$ cat src/rtl/serial_rx.sv
// serial_rx: 8N1 asynchronous serial receiver.
// The line is brought into the clock domain through a 2-flop synchronizer.
// A five-state FSM handles framing: it samples each bit at mid-bit, recovers
// the byte, and reports either a good byte (valid) or a bad stop bit
// (frame_err) with a single-cycle pulse.
module serial_rx #(
  parameter int CLKS_PER_BIT = 16
) (
  input  logic       clk,
  input  logic       reset,
  input  logic       rx,
  output logic [7:0] data_out,
  output logic       valid,
  output logic       frame_err,
  output logic       busy
);

  localparam int CW = $clog2(CLKS_PER_BIT);

  // Counter compare points. The start bit is checked at its midpoint.
  // After that, every later sample is taken one full bit period on,
  // which keeps each sample near the middle of its bit.
  localparam logic [CW-1:0] HALF_M1 = CW'(CLKS_PER_BIT / 2 - 1);
  localparam logic [CW-1:0] FULL_M1 = CW'(CLKS_PER_BIT - 1);

  localparam logic [2:0] S_IDLE      = 3'd0;
  localparam logic [2:0] S_START     = 3'd1;
  localparam logic [2:0] S_DATA      = 3'd2;
  localparam logic [2:0] S_STOP      = 3'd3;
  localparam logic [2:0] S_WAIT_HIGH = 3'd4;

  logic          sync1_q, sync2_q;
  logic          rx_s;
  logic [2:0]    state_q, state_d;
  logic [CW-1:0] cnt_q, cnt_d;
  logic [2:0]    bidx_q, bidx_d;
  logic [7:0]    shift_q, shift_d;
  logic [7:0]    data_q, data_d;
  logic          valid_q, valid_d;
  logic          ferr_q, ferr_d;

  // Two-flop synchronizer. Both flops reset to 1 (idle line level), so that
  // leaving reset cannot look like a start bit.
  always_ff @(posedge clk or negedge reset) begin
    if (!reset) begin
      sync1_q <= 1'b1;
      sync2_q <= 1'b1;
    end else begin
      sync1_q <= rx;
      sync2_q <= sync1_q;
    end
  end

  assign rx_s = sync2_q;

  // Next-state logic for the framing FSM, the bit timer and the data path.
  always_comb begin
    state_d = state_q;
    cnt_d   = cnt_q;
    bidx_d  = bidx_q;
    shift_d = shift_q;
    data_d  = data_q;
    valid_d = 1'b0;
    ferr_d  = 1'b0;
    case (state_q)
      S_IDLE: begin
        cnt_d = '0;
        if (!rx_s) state_d = S_START;
      end
      S_START: begin
        if (cnt_q == HALF_M1) begin
          cnt_d = '0;
          // If the line is high again at mid start bit, it was only a glitch.
          state_d = rx_s ? S_IDLE : S_DATA;
        end else begin
          cnt_d = cnt_q + CW'(1);
        end
      end
      S_DATA: begin
        if (cnt_q == FULL_M1) begin
          cnt_d   = '0;
          shift_d = {rx_s, shift_q[7:1]};
          // After bit 7 the 3-bit index wraps naturally back to 0.
          bidx_d  = bidx_q + 3'd1;
          if (bidx_q == 3'd7) state_d = S_STOP;
        end else begin
          cnt_d = cnt_q + CW'(1);
        end
      end
      S_STOP: begin
        if (cnt_q == FULL_M1) begin
          cnt_d = '0;
          if (rx_s) begin
            data_d  = shift_q;
            valid_d = 1'b1;
            state_d = S_IDLE;
          end else begin
            // Bad stop bit: keep the old data_out and wait until the line
            // goes high again, so that a break cannot start a new frame.
            ferr_d  = 1'b1;
            state_d = S_WAIT_HIGH;
          end
        end else begin
          cnt_d = cnt_q + CW'(1);
        end
      end
      S_WAIT_HIGH: begin
        cnt_d = '0;
        if (rx_s) state_d = S_IDLE;
      end
      default: begin
        state_d = S_IDLE;
        cnt_d   = '0;
      end
    endcase
  end

  // State, timer and data registers. All of them reset at once, so a frame
  // that reset interrupts is dropped completely.
  always_ff @(posedge clk or negedge reset) begin
    if (!reset) begin
      state_q <= S_IDLE;
      cnt_q   <= '0;
      bidx_q  <= 3'd0;
      shift_q <= 8'h00;
      data_q  <= 8'h00;
      valid_q <= 1'b0;
      ferr_q  <= 1'b0;
    end else begin
      state_q <= state_d;
      cnt_q   <= cnt_d;
      bidx_q  <= bidx_d;
      shift_q <= shift_d;
      data_q  <= data_d;
      valid_q <= valid_d;
      ferr_q  <= ferr_d;
    end
  end

  assign data_out  = data_q;
  assign valid     = valid_q;
  assign frame_err = ferr_q;
  assign busy      = (state_q != S_IDLE);

endmodule
$ cat config.mk
export PLATFORM = sky130hd
export DESIGN_NAME = serial_rx
export DESIGN_NICKNAME = d
export VERILOG_FILES = /design/src/rtl/serial_rx.sv
export SDC_FILE = /design/constraint.sdc
export NUM_CORES = 1
export LEC_CHECK = 0
export ABC_AREA = 1
export CAP_MARGIN = 10
export CORE_MARGIN = 1
export CORE_UTILIZATION = 42
export CTS_CLUSTER_SIZE = 8
export DETAILED_ROUTE_END_ITERATION = 6
export PLACE_DENSITY_LB_ADDON = 0.25
export SYNTH_ARGS = -nofsm -noshare
export SYNTH_HDL_FRONTEND = slang
export SYNTH_SLANG_ARGS = --single-unit
$ cat constraint.sdc
create_clock -name clk -period 1.8 [get_ports clk]
set_input_delay 0.27 -clock clk [delete_from_list [all_inputs] [get_ports clk]]
set_output_delay 0.27 -clock clk [all_outputs]
set_load 0.01 [all_outputs]
== Word level (Yosys, flattened, before mapping) ==
Cells that the tools add are included.

* Bitwise operators: 0
* $lt $le $gt $ge: 0
* Multipliers: 0
* Muxes and demuxes: 18
* Reduce and logical (&&, ||, !) cells: 6
* Div/mod/pow operators: 0
* Shift-type cells: 0
* $add $sub $neg: 2
* Equality and inequality tests: 13

{| class="wikitable"
|+ Operators by type and width
! cell !! count
|-
| two-way mux 3 bit || 7
|-
| case mux 3 bit (5 select lines) || 1
|-
| inequality test 2 bit (second input constant) || 6
|-
| two-way mux 4 bit || 2
|-
| case mux 4 bit (2 select lines) || 1
|-
| == test 3 x 2 -> 1 bit (second input constant) || 2
|-
| == test 3 bit (second input constant) || 2
|-
| two-way mux 1 bit || 6
|-
| AND reduction 6 bit || 1
|-
| adder 4 x 1 -> 4 bit (second input constant) || 1
|-
| == test 4 x 3 -> 1 bit (second input constant) || 1
|-
| == test 4 bit (second input constant) || 1
|-
| adder 3 x 1 -> 3 bit (second input constant) || 1
|-
| == test 3 x 1 -> 1 bit (second input constant) || 1
|-
| zero test 3 bit || 1
|-
| AND reduction 3 bit || 1
|-
| nonzero test 3 bit || 1
|-
| two-way mux 2 bit || 1
|-
| AND reduction 2 bit || 1
|-
| OR reduction 2 bit || 1
|}

* Memory bits (read-only): 0
* Output and inout bits: 11
* Memories: 0
* Bits in registers: 30
* Memory bits (writable): 0
* Bits in latches: 0

== Longest topological paths before layout ==
Gate-level depths: netlist of run 1.

* Depth in word-level cells: 4
* Depth in mapped cells: 8
* Gate-level depth less buffers: 8

== Worst setup path after synthesis of run 1 ==
No wires, ideal clock.

* Path kind: register to register
* From: reg cnt_q[0]
* To: reg data_q[6], in the netlist data_out[6]
* Clock period less this slack: 1.261 ns
* Stages on the path, launching flop included: 8
* Path slack: 0.539 ns
* Required time: 1.682 ns
* Path buffers: 1
* Data arrival time: 1.142 ns
* Cells stage by stage: dfrtp_1 -> ha_1 -> nand3_1 -> inv_1 -> nand3_4 -> buf_6 -> nand2_2 -> o21ai_2

* Longest elaborated chain between the ends: 2

{| class="wikitable"
|+ RTL lines
! element !! line !! RTL
|-
| start: declaration || 35 || <nowiki>logic [CW-1:0] cnt_q, cnt_d;</nowiki>
|-
| start signal: assignment || 131 || <nowiki>cnt_q <= cnt_d;</nowiki>
|-
| == test 4 bit || 91 || <nowiki>if (cnt_q == FULL_M1) begin</nowiki>
|-
| AND reduction 3 bit (no line) || n/a ||
|-
| end signal: assignment || 134 || <nowiki>data_q <= data_d;</nowiki>
|-
| end: declaration || 38 || <nowiki>logic [7:0] data_q, data_d;</nowiki>
|}

No other way between the ends.
A chain may end at the register's enable or synchronous reset.

== Final worst setup path of run 1 ==
* From: reg state_q[2]
* To: out busy

* Longest elaborated chain between the ends: 1

{| class="wikitable"
|+ RTL lines
! element !! line !! RTL
|-
| start: declaration || 34 || <nowiki>logic [2:0] state_q, state_d;</nowiki>
|-
| start signal: assignment || 130 || <nowiki>state_q <= state_d;</nowiki>
|-
| nonzero test 3 bit || 143 || <nowiki>assign busy = (state_q != S_IDLE);</nowiki>
|-
| end: declaration || 15 || <nowiki>output logic busy</nowiki>
|}

No other way between the ends.

==> metrics.cfg, run 1 <==
[outcome]
status = finished clean

[detailed_routing]
remaining_drc_errors = 0
dr.pass1.iters = 4
vias = 867
wl_per_cell_um = 10.2
ant_nets = 0
vias_per_cell = 4.59
wl_um = 1930
drtIter0Drc = 19

[pwr]
p_sw_mw = 0.548
pwr-share-clk_pct = 22.6
vdd_ir_drop_max_mv = 0.580
p_leak_nw = 0.719
internal_power_mw = 1.13
power_frac_comb_pct = 24.8
swShare_pct = 32.6
pwr-share-seq_pct = 52.6
powerDensity_mw_per_mm2 = 1090

[clocking]
cts-root-buf = clkbuf_4
clk_latency_ps = 320
cts_tree = yes
cts_setup_buffers = 0
clk_pin_slew_ps = 90
clockBufferDepth = 2
cts_buffers = 5
cts.sinks = 30
h-tree-depth = 2

[setup_path]
r2r_cells = 7
crit_path_max_incr_delay_ps = 520
worst-path-buf-inv = 2
cp_max_fo = 8
cp_top_family = buffers and inverters
crit_type = reg -> out
slowest_stage = clkdlybuf4s50_1
end_kind = output port
rrSetupSlack_ps = 250
cp_data_required_time_ps = 1530
crit-reg2reg-capture = bidx_q[2]
start_kind = register
reg2reg_from = cnt_q[0]
crit_arrival_ps = 1440
path_cells = inv_2 -> nand2_1 -> clkdlybuf4s50_1

[cells_and_area]
fin_nets = 152
area_growth_pct = 15.7
multi_input_area_um2 = 478
antenna_cells = 0
final_common_cell = nand2_1
final_cell_mix = nand2_1, dfrtp_1, o21ai_2, inv_1, clkdlybuf4s50_1
ff_latch_area_um2 = 756
drive_above_1_share_pct = 25.5
instances_no_fill = 189
fill_cells = 280

[synth]
synth_edf_count = 0
synth-seq-area-share_pct = 56.7
synth-main-ff-cell = dfrtp_1
syn-num-nets = 135
netlist_area_mm2 = 0.00133
synthCells = 129
ys_seq_elements = 30
ys_async_sr_fraction_pct = 100
syn_avg_cell_area_um2 = 10.3
synth_cell_types = 23
yosys_warnings = 0

[placement]
gp_congestion = 0.772
dpl.hpwl_um = 1360
place_inst = 183
port_buffers = 13

[grt]
grt_start_max_net_pins = 31
grt_overflow = 0
grt_pass1_vias = 825
grt_pass1_wl_um = 3480
grtUsageTotal_pct = 14.2
antenna_found_initial = 0

[sta]
finalCritPeriodShare_pct = 94.9
hold_viol = 0
finalSetupViolations = 0
rsz0062_at_grt = no
clock_skew_ps = 9.51
min_period_ps = 1710
slew_headroom_pct = 69.8
drv_slew = 0
finalSetupTns_ps = 0
clock.fmax_ghz = 0.585
tightest_slew_ps = 451

[die]
row_count = 20
dieWidth_um = 58.2
fp.dieArea_mm2 = 0.00339
io_pins = 14
initial_core_util_pct = 43.9
coreArea_mm2 = 0.00303
die_y_um = 58.2

[job]
max-cap-violations = 0

[hold_path]
worstHoldPathType = in -> async

[worst max-delay path by stage]
stage	cells past startpoint	endpoint	startpoint	slack, ps
floorplan	7	data_out[6]	cnt_q[0]	540
CTS	3	busy	state_q[2]	0.7
global route	3	busy	state_q[0]	20
global placement	7	bidx_q[1]	cnt_q[0]	320
detailed placement	7	bidx_q[1]	cnt_q[0]	250
finish	3	busy	state_q[2]	90
[synthesized netlist by cell type, types with 3 or more instances]
| master | number | area [um2] |
|---|---|---|
| dfrtp_1 | 28 | 701 |
| buf_6 | 4 | 45.0 |
| inv_1 | 13 | 48.8 |
| ha_1 | 3 | 37.5 |
| nand3_1 | 4 | 20.0 |
| nor2_1 | 8 | 30.0 |
| nand2_1 | 33 | 124 |
| o21ai_2 | 15 | 131 |
| nand2_2 | 3 | 18.8 |
[logic make-up (layout without fill, tap and decap cells)]
group | after synthesis | in the layout | synth area share, %
AND/OR/NAND/NOR | 54 | 54 | 18.6
flip-flops | 30 | 30 | 56.7
AO/OA/AOI/OAI | 20 | 20 | 12.1
buffers and inverters | 20 | 36 | 7.91
adder cells (fa/ha/maj) | 3 | 3 | 2.83
XOR/XNOR | 2 | 2 | 1.88
[metal layers]
metal / vias to the layer above / GRT usage, % / wire length (um)
li1: 441 / - / -
met1: 405 / 17.6 / 971
met2: 16 / 20.9 / 818
met3: 5 / 6.70 / 92
met4: 0 / 7.14 / 43
met5: - / 0 / 0
[power groups by stage]
stage                     registers [mW]  logic [mW]  clock network (mW)
final                              0.883       0.417               0.380
after global routing               0.894       0.480               0.431
after CTS                          0.870       0.421               0.401
after detailed placement           0.880       0.418                   0
after global placement             0.873       0.406                   0
after floorplan                    0.861       0.329                   0
[metrics by stage]
step           cell area, um2  worst slack [ps]  power, mW  hold slack (ps)  util [%]
6_report                 1540              91.7       1.68              320      50.8
5_1_grt                  1540              18.4       1.81              337      50.8
4_1_cts                  1530             0.688       1.69              325      50.5
3_5_place_dp             1480               253       1.30              356      48.8
3_3_place_gp             1480               323       1.28              347      48.8
2_1_floorplan            1330               539       1.19            -25.6         -
[flip-flops by register name, indices dropped and copies added (netlist names)]
signal / flops
bidx_q: 3
cnt_q: 4
data_out: 8
frame_err: 1
rx_s: 1
shift_q: 8
state_q: 3
sync1_q: 1
valid: 1
[final cells by class]
type	instances	area share (%)
clock buffers	6	3.34
multi-input cells	79	31.1
flip-flops and latches	30	49.1
well taps	44	3.58
repair buffers	14	8.95
inverters	16	3.91
[worst register-to-register path: stages, from the launching register on]
cell	delay, ps
dfrtp_1	410
ha_1	250
nand3_1	130
inv_1	100
nand2_2	360
inv_2	80
nand2_1	70
nand2_1	40
[timing repair]
item	4_1_cts	5_1_grt
hold buffers	0	0
resized for setup	1	3
setup endpoints to repair	1	1
No activity file was read; power rests on OpenSTA's default activity.
==> inputs of run 2 (changes only) <==
Settings changed: CORE_MARGIN 1 to not set.
==> results of run 2 <==
No change in the layout: final DEF, timing and power equal those of run 1.
